File: config.mk
export PLATFORM = sky130hd
export DESIGN_NAME = control_unit
export DESIGN_NICKNAME = d
export VERILOG_FILES = /design/src/rtl/control_unit.sv
export SDC_FILE = /design/constraint.sdc
export NUM_CORES = 1
export LEC_CHECK = 0
export CORE_UTILIZATION = 33
export DETAILED_ROUTE_END_ITERATION = 8
export PLACE_DENSITY = 0.95
export SLEW_MARGIN = 5
export SYNTH_ARGS = -nofsm -noshare
export SYNTH_HDL_FRONTEND = slang
export SYNTH_SLANG_ARGS = --single-unit
File: constraint.sdc
create_clock -name clk -period 7.5 [get_ports clk]
set_input_delay 1.875 -clock clk [delete_from_list [all_inputs] [get_ports clk]]
set_output_delay 1.875 -clock clk [all_outputs]
set_load 0.03 [all_outputs]
File: src/rtl/control_unit.sv
// Hardwired Moore control unit sequencing fetch, decode and multi-cycle execute for the datapath.
// Optional build macro CU_MEM_WAIT_EN: RAM states stall until mem_ready is sampled high.
module control_unit #(
    parameter logic [4:0] OP_INC = 5'd14,
    parameter logic [4:0] OP_ADD = 5'd3
) (
    input  logic        clk,
    input  logic        clr,
    input  logic [31:0] ir,
    input  logic        con_ff,
    input  logic        mem_ready,
    output logic [31:0] enable,
    output logic [31:0] busSelect,
    output logic        Gra,
    output logic        Grb,
    output logic        Grc,
    output logic        Rin,
    output logic        Rout,
    output logic        BAout,
    output logic        MD_Read,
    output logic        ReadRAM,
    output logic        WriteRAM,
    output logic [4:0]  Control_Signals,
    output logic        run
);

    localparam int unsigned EN_Z   = 18;
    localparam int unsigned EN_PC  = 20;
    localparam int unsigned EN_MDR = 21;
    localparam int unsigned EN_CON = 22;
    localparam int unsigned EN_IR  = 24;
    localparam int unsigned EN_MAR = 25;
    localparam int unsigned EN_Y   = 26;

    localparam int unsigned BS_GPR = 0;
    localparam int unsigned BS_Z   = 19;
    localparam int unsigned BS_PC  = 20;
    localparam int unsigned BS_MDR = 21;
    localparam int unsigned BS_C   = 23;

    localparam logic [4:0] OPC_LD   = 5'b00000;
    localparam logic [4:0] OPC_ST   = 5'b00010;
    localparam logic [4:0] OPC_ADD  = 5'b00011;
    localparam logic [4:0] OPC_SUB  = 5'b00100;
    localparam logic [4:0] OPC_AND  = 5'b00101;
    localparam logic [4:0] OPC_OR   = 5'b00110;
    localparam logic [4:0] OPC_ADDI = 5'b01100;
    localparam logic [4:0] OPC_BR   = 5'b10010;
    localparam logic [4:0] OPC_JR   = 5'b10100;
    localparam logic [4:0] OPC_HALT = 5'b11010;

    typedef enum logic [3:0] {
        S_RESET, S_T0, S_T1, S_T2, S_T3, S_T4, S_T5, S_T6, S_T7, S_HALT
    } state_t;

    state_t     state;
    state_t     state_next;
    logic [4:0] op;
    logic       is_alu;
    logic       is_mem;
    logic       mem_stall;
    logic       unused_ir;

    assign op        = ir[31:27];
    assign is_alu    = (op == OPC_ADD) || (op == OPC_SUB) || (op == OPC_AND) || (op == OPC_OR);
    assign is_mem    = (op == OPC_LD) || (op == OPC_ST);
    assign unused_ir = ^ir[26:0];

`ifdef CU_MEM_WAIT_EN
    assign mem_stall = ~mem_ready;
`else
    logic unused_mem_ready;
    assign unused_mem_ready = mem_ready;
    assign mem_stall        = 1'b0;
`endif

    // State register; reset drops straight to RESET so no partial write can complete
    always_ff @(posedge clk or negedge clr) begin
        if (!clr) state <= S_RESET;
        else      state <= state_next;
    end

    // Next-state sequencing by opcode
    always_comb begin
        state_next = state;
        case (state)
            S_RESET: state_next = S_T0;
            S_T0:    state_next = S_T1;
            S_T1:    state_next = mem_stall ? S_T1 : S_T2;
            S_T2:    state_next = S_T3;
            S_T3: begin
                if (is_alu || is_mem || op == OPC_ADDI || op == OPC_BR) state_next = S_T4;
                else if (op == OPC_HALT)                               state_next = S_HALT;
                else                                                   state_next = S_T0;
            end
            S_T4:    state_next = S_T5;
            S_T5:    state_next = is_mem || (op == OPC_BR) ? S_T6 : S_T0;
            S_T6: begin
                if (op == OPC_LD)      state_next = mem_stall ? S_T6 : S_T7;
                else if (op == OPC_ST) state_next = S_T7;
                else                   state_next = S_T0;
            end
            S_T7:    state_next = (op == OPC_ST && mem_stall) ? S_T7 : S_T0;
            S_HALT:  state_next = S_HALT;
            default: state_next = S_RESET;
        endcase
    end

    // Moore decode from state and ir; con_ff only gates PCin in br T6
    always_comb begin
        enable          = '0;
        busSelect       = '0;
        Gra             = 1'b0;
        Grb             = 1'b0;
        Grc             = 1'b0;
        Rin             = 1'b0;
        Rout            = 1'b0;
        BAout           = 1'b0;
        MD_Read         = 1'b0;
        ReadRAM         = 1'b0;
        WriteRAM        = 1'b0;
        Control_Signals = '0;
        run             = 1'b1;
        case (state)
            S_T0: begin
                busSelect[BS_PC] = 1'b1;
                enable[EN_MAR]   = 1'b1;
                enable[EN_Z]     = 1'b1;
                Control_Signals  = OP_INC;
            end
            S_T1: begin
                busSelect[BS_Z] = 1'b1;
                enable[EN_PC]   = 1'b1;
                enable[EN_MDR]  = 1'b1;
                MD_Read         = 1'b1;
                ReadRAM         = 1'b1;
            end
            S_T2: begin
                busSelect[BS_MDR] = 1'b1;
                enable[EN_IR]     = 1'b1;
            end
            S_T3: begin
                if (is_alu || op == OPC_ADDI) begin
                    Grb = 1'b1; Rout = 1'b1; busSelect[BS_GPR] = 1'b1; enable[EN_Y] = 1'b1;
                end else if (is_mem) begin
                    Grb = 1'b1; BAout = 1'b1; enable[EN_Y] = 1'b1;
                end else if (op == OPC_JR) begin
                    Gra = 1'b1; Rout = 1'b1; busSelect[BS_GPR] = 1'b1; enable[EN_PC] = 1'b1;
                end else if (op == OPC_BR) begin
                    Gra = 1'b1; Rout = 1'b1; busSelect[BS_GPR] = 1'b1; enable[EN_CON] = 1'b1;
                end
            end
            S_T4: begin
                if (is_alu) begin
                    Grc = 1'b1; Rout = 1'b1; busSelect[BS_GPR] = 1'b1;
                    Control_Signals = op; enable[EN_Z] = 1'b1;
                end else if (is_mem || op == OPC_ADDI) begin
                    busSelect[BS_C] = 1'b1; Control_Signals = OP_ADD; enable[EN_Z] = 1'b1;
                end else if (op == OPC_BR) begin
                    busSelect[BS_PC] = 1'b1; enable[EN_Y] = 1'b1;
                end
            end
            S_T5: begin
                if (is_alu || op == OPC_ADDI) begin
                    busSelect[BS_Z] = 1'b1; Gra = 1'b1; Rin = 1'b1;
                end else if (is_mem) begin
                    busSelect[BS_Z] = 1'b1; enable[EN_MAR] = 1'b1;
                end else if (op == OPC_BR) begin
                    busSelect[BS_C] = 1'b1; Control_Signals = OP_ADD; enable[EN_Z] = 1'b1;
                end
            end
            S_T6: begin
                if (op == OPC_LD) begin
                    MD_Read = 1'b1; ReadRAM = 1'b1; enable[EN_MDR] = 1'b1;
                end else if (op == OPC_ST) begin
                    Gra = 1'b1; Rout = 1'b1; busSelect[BS_GPR] = 1'b1; enable[EN_MDR] = 1'b1;
                end else if (op == OPC_BR) begin
                    busSelect[BS_Z] = 1'b1; enable[EN_PC] = con_ff;
                end
            end
            S_T7: begin
                if (op == OPC_LD) begin
                    busSelect[BS_MDR] = 1'b1; Gra = 1'b1; Rin = 1'b1;
                end else if (op == OPC_ST) begin
                    WriteRAM = 1'b1;
                end
            end
            default: run = 1'b0;
        endcase
    end

endmodule

==> results of run 1 <==
==> worst max-delay path: stages <==
cell	delay, ps
clkdlybuf4s50_1	810
nand3b_1	160
a2111oi_2	620
a21oi_1	90
o21ai_0	260
clkdlybuf4s50_1	720
==> layout make-up <==
class | count | area, µm²
Fill cell | 380 | 2052
Multi-Input combinational cell | 148 | 789.5
Timing Repair Buffer | 33 | 330.3
Inverter | 3 | 11.26
Clock buffer | 3 | 22.52
Sequential cell | 4 | 100.1
Tap cell | 46 | 57.56
==> power by group through the flow <==
stage | logic (mW) | registers [mW] | clock network [mW]
2_1_floorplan | 0.252 | 0.0389 | 0
3_3_place_gp | 0.300 | 0.0591 | 0
3_5_place_dp | 0.304 | 0.0603 | 0
4_1_cts | 0.304 | 0.0599 | 0.0286
5_1_grt | 0.324 | 0.0650 | 0.0322
6_report | 0.303 | 0.0606 | 0.0271
==> logic make-up after synthesis <==
| kind of cell | synth area share [%] |
|---|---|
| DFF | 8.520 |
| other | 0.3192 |
| buffers and inverters | 40.89 |
| and+or+nand+nor | 28.22 |
| AOI/OAI and AO/OA | 18.85 |
| xor gates and xnor gates | 2.237 |
| muxes | 0.9584 |
==> worst paths after layout <==
kind | startpoint | endpoint | slack, ps | cells past startpoint
max | ir[28] | busSelect[0] | 1090 | 6
min | state[3] | state[1] | 680 | 1
max reg2reg | state[1] | state[3] | 5960 | 4
min reg2reg | state[3] | state[1] | 680 | 1
max in group asynchronous | clr | state[3] | 5500 | 1
min in group asynchronous | clr | state[0] | 1840 | 1
==> per-stage QoR <==
step	hold slack [ps]	utilization, %	power, mW	setup slack, ps	instances
2_1_floorplan	561.9	-	0.2909	1439	220
3_3_place_gp	652.0	38.32	0.3587	1128	234
3_5_place_dp	675.2	38.32	0.3640	1080	234
4_1_cts	676.6	38.99	0.3926	1073	237
5_1_grt	697.1	38.99	0.4213	887.5	237
6_report	678.7	38.99	0.3908	1090	237
==> cell usage in the layout, fill, tap and decap left out, types with 2 or more instances in the layout <==
cell             count
conb_1              53
clkdlybuf4s50_1     33
nor2_1              12
a21oi_1             10
o21ai_0             10
nand2_1              7
nand3_1              5
nand2b_1             4
nor3_1               4
dfrtp_1              4
nor2b_1              3
clkbuf_4             3
xnor2_1              2
and3_1               2
or3_1                2
nor3b_1              2
inv_1                2
nand3b_1             2
or3b_2               2
or3_2                2
o22ai_1              2
a211o_1              2
nor4bb_1             2
==> per-layer routing <==
| metal | vias up | track usage (%) |
|---|---|---|
| met1 | 477 | 14.68 |
| met4 | 0 | 5.714 |
| li1 | 518 | - |
| met2 | 57 | 20.89 |
| met3 | 0 | 2.311 |
| met5 | - | 0 |
==> run summary, run 1 <==
Outcome: finished clean
ANT nets after route: 0
Sequential Power Share: 15.5%
I/O Buffers: 33
Placed cell area: 1289 µm²
Max_cap viols: 0
Switching Fraction: 59.32%
Slew Viols, Final: 0
Net count, final: 229
Final Cell Area: 1311 µm²
Endpoints failing setup: 0
Clock tree buffer depth: 2
HP Class: flop to flop
Layout overhead on the synthesized area: 11.61%
Worst-path clk slew: 40 ps
Internal power: 0.1590 mW
Post-synth top cells: buf_4, nor2_1, a21oi_1, o21ai_0, nand2_1
Vias in the first global route: 805
Placeable Area: 3363 µm²
Setup_tns: 0 ps
Count leader, synth: buf_4
Mapped cell area: 1175 µm²
Leak pwr: 0.5617 nW
CTS Root Cell: clkbuf_4
Post-synth top area share: 35.14%
Die ar.: 3803 µm²
Final Hold Viols: 0
Crit. End Element: output pin
CP Launch Type: primary input
RSZ-0062 raised after global routing: no
Final worst-path cycle share: 85.46%
Hold-fix buffers, CTS: 0
H-tree Lvls: 1
Worst-Skew Late Latency: 240 ps
Initial Util: 34.93%
Reg with most FFs: state
Clk_skew: 1.794 ps
Drt initial violations: 20
Layout cells sized above 1: 7.330%
Largest registers: state (4)
Top Layer Used: met3
VDD IR max: 0.00009629 V
Cts repair resizes: 0
Initial antenna violation count: 0
Die X: 61.67 µm
First-pass GRT wire length: 3477 µm
Gpl congestion: 0.8900
Worst Tran Pin Value: 571.8 ps
Metal-1 WL: 939 µm
Via/cell ratio: 4.439
Clock buffers created by TritonCTS: 3
Total grt overflow: 0
Post-synthesis sequential area ratio: 8.520%
Number of I/O pins: 115
CP arrival: 4530 ps
TritonCTS clock tree: yes
Die height: 61.67 µm
DP HPWL: 1857 µm
Peak Freq: 156.0 MHz
Ant diodes: 0
Top FF cell, synth: dfrtp_1
Number of synthesized flops with an enable pin: 0
Total number of yosys warnings: 0
Via count: 1,052
Remaining DRCs: 0
Largest net degree at the start of global routing: 19
Post-Synthesis Cells: 168
Area leader, netlist: buf_4
DRT Pass-1 Iters: 4
Area contributors post-synth: buf_4, dfrtp_1, a21oi_1, o21ai_0, nor2_1
# rows: 21
Wire per inst: 10.10 µm
Clock Power Share: 6.9%
Postcts setup bufs: 0
Worst slew margin: 61.81%
Kind of critical path: primary input to output pin
Clock sinks: 4
Avg Inst Size Synth: 6.993 µm²
GRT Overall Usage: 12.21%
Routed wl met3: 206 µm
Synth Register Bits: 4
Critical Path RT: 5620 ps
Net Sw Power: 0.2318 mW
CP max FO: 16
Final min period: 6410 ps
Ys async rst share: 100.0%
Pwr Density: 298.0 nW/µm²
Logic pwr share: 77.5%
Flip-flop count of the largest register after layout: 4
Met2 WL: 1248 µm
Distinct cells, synth: 47
Routed WL: 2393 µm
Power figures use the tool's default switching activity.
==> run 2: changes to the inputs <==
- CELL_PAD_IN_SITES_DETAIL_PLACEMENT: not set -> 0
- CELL_PAD_IN_SITES_GLOBAL_PLACEMENT: not set -> 1
- CORE_UTILIZATION: 33 -> 20
==> run 2 against run 1 <==
Compared with the run above:
- via count grew 0.95%
- first-iteration DRC count grew to 4.0 times the previous value
- wire length grew 14%
- sequential power grew 1%
- fmax shrank 1.2%
- clock skew grew 0.58 ps
- clock-buffer cell count is the same
- utilization shrank 15 points
- register-to-register slack lost 50 ps
- sequential share of layout area shrank 0.29 points
- critical path type unchanged
- critical endpoint is now Rout
==> run summary, run 2 (synthesis gave the netlist of run 1 again) <==
Postcts setup bufs: 0
Layout cells sized above 1: 7.330%
Hold-fix buffers, CTS: 0
Wire per inst: 10.33 µm
Die height: 78.65 µm
Final worst-path cycle share: 86.49%
Clk_skew: 2.370 ps
Endpoints failing setup: 0
Number of I/O pins: 115
Max_cap viols: 0
Initial Util: 21.08%
GRT Overall Usage: 8.540%
Internal power: 0.1752 mW
CP max FO: 16
Clock Power Share: 10.7%
Kind of critical path: primary input to output pin
Placed cell area: 1321 µm²
First-pass GRT wire length: 4215 µm
Via count: 1,062
DRT Pass-1 Iters: 4
Commonest cells after routing, fill and taps aside: conb_1, clkdlybuf4s50_1, nor2_1, a21oi_1, o21ai_0
Largest registers: state (4)
I/O Buffers: 33
Pwr Density: 302.2 nW/µm²
CP Launch Type: primary input
Reg with most FFs: state
Final Hold Viols: 0
H-tree Lvls: 1
VDD IR max: 0.00007423 V
Die X: 78.65 µm
HP Class: flop to flop
Die ar.: 6185 µm²
Design Power: 0.4117 mW
Final Cell Area: 1363 µm²
Worst-path clk slew: 30 ps
Vias in the first global route: 865
Largest net degree at the start of global routing: 19
RSZ-0062 raised after global routing: no
Peak Freq: 154.2 MHz
Total grt overflow: 0
FF-to-FF path depth: 3
Leak pwr: 0.5695 nW
Routed WL: 2717 µm
TritonCTS clock tree: yes
CP arrival: 4610 ps
Worst-path cell chain: clkdlybuf4s50_1 -> nand3b_1 -> a2111oi_2 -> a21oi_1 -> o21ai_0 -> clkdlybuf4s50_1
Crit path capture: Rout
# rows: 27
Layout overhead on the synthesized area: 15.97%
Worst-Skew Late Latency: 210 ps
Net count, final: 229
Clock tree buffer depth: 2
Initial antenna violation count: 0
Critical path startpoint: ir[28]
Remaining DRCs: 0
Worst path most repeated cell: clkdlybuf4s50_1
Final min period: 6487 ps
Slew Viols, Final: 0
Via/cell ratio: 4.038
Drt initial violations: 80
DP HPWL: 2176 µm
Switching Fraction: 57.45%
Clock buffers created by TritonCTS: 3
Flip-flop count of the largest register after layout: 4
Net Sw Power: 0.2365 mW
Gpl congestion: 0.7973
Worst Tran Pin Value: 619.5 ps
Launch point of the worst reg-to-reg path: state[0]
Slowest CP cell: clkdlybuf4s50_1
Critical Path RT: 5620 ps
Crit. End Element: output pin
Reg2Reg Setup Slack: 5910 ps
Ant diodes: 0
Outcome: finished clean
Placeable Area: 5574 µm²
Worst slew margin: 58.62%
Sequential Power Share: 14.9%
RR Endpoint: state[2]
CTS Root Cell: clkbuf_8
ANT nets after route: 0
Commonest non-fill, non-tap cell in the layout: conb_1
Fillers: 617
Logic pwr share: 74.4%
WHS: 660.5 ps
Setup_tns: 0 ps
CP peak stage delay: 810 ps
Clock sinks: 4
Cts repair resizes: 0
-- run 2: cell counts in the layout (fill, tap and decap cells not counted) --
Identical to the previous run, type by type.
-- run 2: power by group through the flow --
stage / sequential, mW / combinational, mW / clock (mW)
global placement: 0.0603 / 0.304 / 0
global route: 0.0665 / 0.328 / 0.0472
CTS: 0.0618 / 0.308 / 0.0455
finish: 0.0615 / 0.306 / 0.0440
floorplan: 0.0389 / 0.252 / 0
detailed placement: 0.0619 / 0.307 / 0
-- run 2: how the worst min path moves through the flow --
stage,cells after the start,slack [ps],to,startpoint
finish,1,660,state[1],state[3]
floorplan,2,560,state[1],state[0]
detailed placement,1,670,state[1],state[3]
global route,1,710,state[1],state[3]
global placement,1,660,state[1],state[3]
CTS,1,670,state[1],state[3]
-- run 2: stage by stage --
step	setup WS, ps	util (%)	cells
finish	1013	24.44	263
global route	818.8	24.44	263
CTS	1031	24.44	263
detailed placement	1036	23.70	260
global placement	1054	23.70	260
floorplan	1439	-	220
-- run 2: routing by layer --
metal | track usage (%) | routed length, µm
met1 | 10.55 | 1125
met2 | 14.87 | 1404
met3 | 1.744 | 187
met4 | 2.222 | 0
met5 | 0 | 0
-- run 2: worst max-delay path, delay by kind of cell --
| kind | cells | cell delay, ps |
|---|---|---|
| AOI/OAI and AO/OA | 3 | 1040 |
| buffers and inverters | 2 | 1530 |
| and+or+nand+nor | 1 | 160 |
-- run 2: layout make-up --
cell class	count	area (µm²)	share of cell area, %
multi-input cells	148	789.5	57.94
flip-flops and latches	4	100.1	7.346
well taps	72	90.09	6.612
clock buffers	3	41.29	3.030
repair buffers	33	330.3	24.24
inverters	3	11.26	0.8264
==> run 3: changes to the inputs <==
- MAX_ROUTING_LAYER: not set -> met4
==> run 3 against run 2 <==
Compared with the run above:
- die area is the same
- via count is 0.66% higher
- highest routed layer unchanged
- first-iteration DRC count is 13% lower
- critical endpoint unchanged
- sequential share of layout area unchanged
- global-route usage increased by 0.21 points
- critical path depth did not move
- non-clock buffer count unchanged
- largest power group unchanged
- sequential power rose by 1%
- clock skew unchanged
- fmax barely moved
==> run summary, run 3 (synthesis gave the netlist of run 1 again) <==
Outcome: finished clean
Die X: 78.65 µm
Design Power: 0.4126 mW
Final Hold Viols: 0
Postcts setup bufs: 0
Switching Fraction: 57.54%
Pwr Density: 302.8 nW/µm²
Commonest cells after routing, fill and taps aside: conb_1, clkdlybuf4s50_1, nor2_1, a21oi_1, o21ai_0
Drt initial violations: 70
Clock Power Share: 10.7%
RSZ-0062 raised after global routing: no
Setup_tns: 0 ps
Clock sinks: 4
Ant diodes: 0
Number of I/O pins: 115
Via count: 1,069
Reg2Reg Setup Slack: 5890 ps
Worst slew margin: 58.66%
GRT Overall Usage: 8.750%
HP Class: flop to flop
Crit path capture: Rout
VDD IR max: 0.00007423 V
Final min period: 6486 ps
Endpoints failing setup: 0
CP max FO: 16
CP arrival: 4610 ps
Initial antenna violation count: 0
Initial Util: 21.08%
TritonCTS clock tree: yes
I/O Buffers: 33
Hold-fix buffers, CTS: 0
Via/cell ratio: 4.065
First-pass GRT wire length: 4215 µm
Gpl congestion: 0.8087
Max_cap viols: 0
Clk_skew: 2.370 ps
Clock tree buffer depth: 2
Layout cells sized above 1: 7.330%
Clock buffers created by TritonCTS: 3
Peak Freq: 154.2 MHz
# rows: 27
Net count, final: 229
Routed WL: 2740 µm
Slew Viols, Final: 0
Internal power: 0.1752 mW
CP Launch Type: primary input
Worst Tran Pin Value: 618.9 ps
Cts repair resizes: 0
Final worst-path cycle share: 86.48%
RR Endpoint: state[2]
Die height: 78.65 µm
Largest registers: state (4)
Largest net degree at the start of global routing: 19
FF-to-FF path depth: 3
Die ar.: 6185 µm²
Commonest non-fill, non-tap cell in the layout: conb_1
Net Sw Power: 0.2374 mW
Flip-flop count of the largest register after layout: 4
Launch point of the worst reg-to-reg path: state[0]
Vias in the first global route: 864
Critical Path RT: 5620 ps
ANT nets after route: 0
Total grt overflow: 0
Worst-Skew Late Latency: 210 ps
Placeable Area: 5574 µm²
H-tree Lvls: 1
CTS Root Cell: clkbuf_8
Reg with most FFs: state
Worst-path clk slew: 30 ps
Layout overhead on the synthesized area: 15.97%
Kind of critical path: primary input to output pin
Logic pwr share: 74.3%
DRT Pass-1 Iters: 5
Remaining DRCs: 0
Leak pwr: 0.5695 nW
Crit. End Element: output pin
Wire per inst: 10.42 µm
Sequential Power Share: 15.1%
DP HPWL: 2176 µm
Critical path startpoint: ir[28]
## run 3: layer usage
metal | share of wire, % | wire length (µm) | global-route usage, %
met4 | 0 | 0 | 2.222
met5 | 0 | 0 | -
met3 | 6.8 | 187 | 1.744
met1 | 42 | 1141 | 10.48
met2 | 51 | 1411 | 14.87
## run 3: worst min-delay path by stage
stage                        start        to  slack, ps  cells past startpoint
after floorplan           state[0]  state[1]        560                      2
after global placement    state[3]  state[1]        660                      1
after detailed placement  state[3]  state[1]        670                      1
after CTS                 state[3]  state[1]        670                      1
after global routing      state[3]  state[1]        710                      1
final                     state[3]  state[1]        660                      1
## run 3: power by group through the flow
stage | Clock [mW] | Combinational (mW) | Sequential [mW]
floorplan | 0 | 0.252 | 0.0389
global placement | 0 | 0.304 | 0.0603
detailed placement | 0 | 0.307 | 0.0619
CTS | 0.0455 | 0.308 | 0.0618
global route | 0.0472 | 0.328 | 0.0663
finish | 0.0440 | 0.306 | 0.0622
## run 3: through the flow
step / hold slack, ps / cells / cell area, µm² / setup slack, ps / utilization [%]
2_1_floorplan: 561.9 / 220 / 1370 / 1439 / -
3_3_place_gp: 662.2 / 260 / 1321 / 1054 / 23.70
3_5_place_dp: 666.2 / 260 / 1321 / 1036 / 23.70
4_1_cts: 671.3 / 263 / 1363 / 1031 / 24.44
5_1_grt: 709.9 / 263 / 1363 / 818.8 / 24.44
6_report: 664.9 / 263 / 1363 / 1014 / 24.44
## run 3: worst max-delay path: stages
cell and delay [ps]:
clkdlybuf4s50_1 810, nand3b_1 160, a2111oi_2 660, a21oi_1 110, o21ai_0 270, clkdlybuf4s50_1 720
## run 3: layout make-up
| cell class | instances | area (µm²) |
|---|---|---|
| clock buffer | 3 | 41.29 |
| timing repair buffer | 33 | 330.3 |
| fill | 617 | 4212 |
| tap | 72 | 90.09 |
| inverter | 3 | 11.26 |
| sequential | 4 | 100.1 |
| multi-input combinational | 148 | 789.5 |
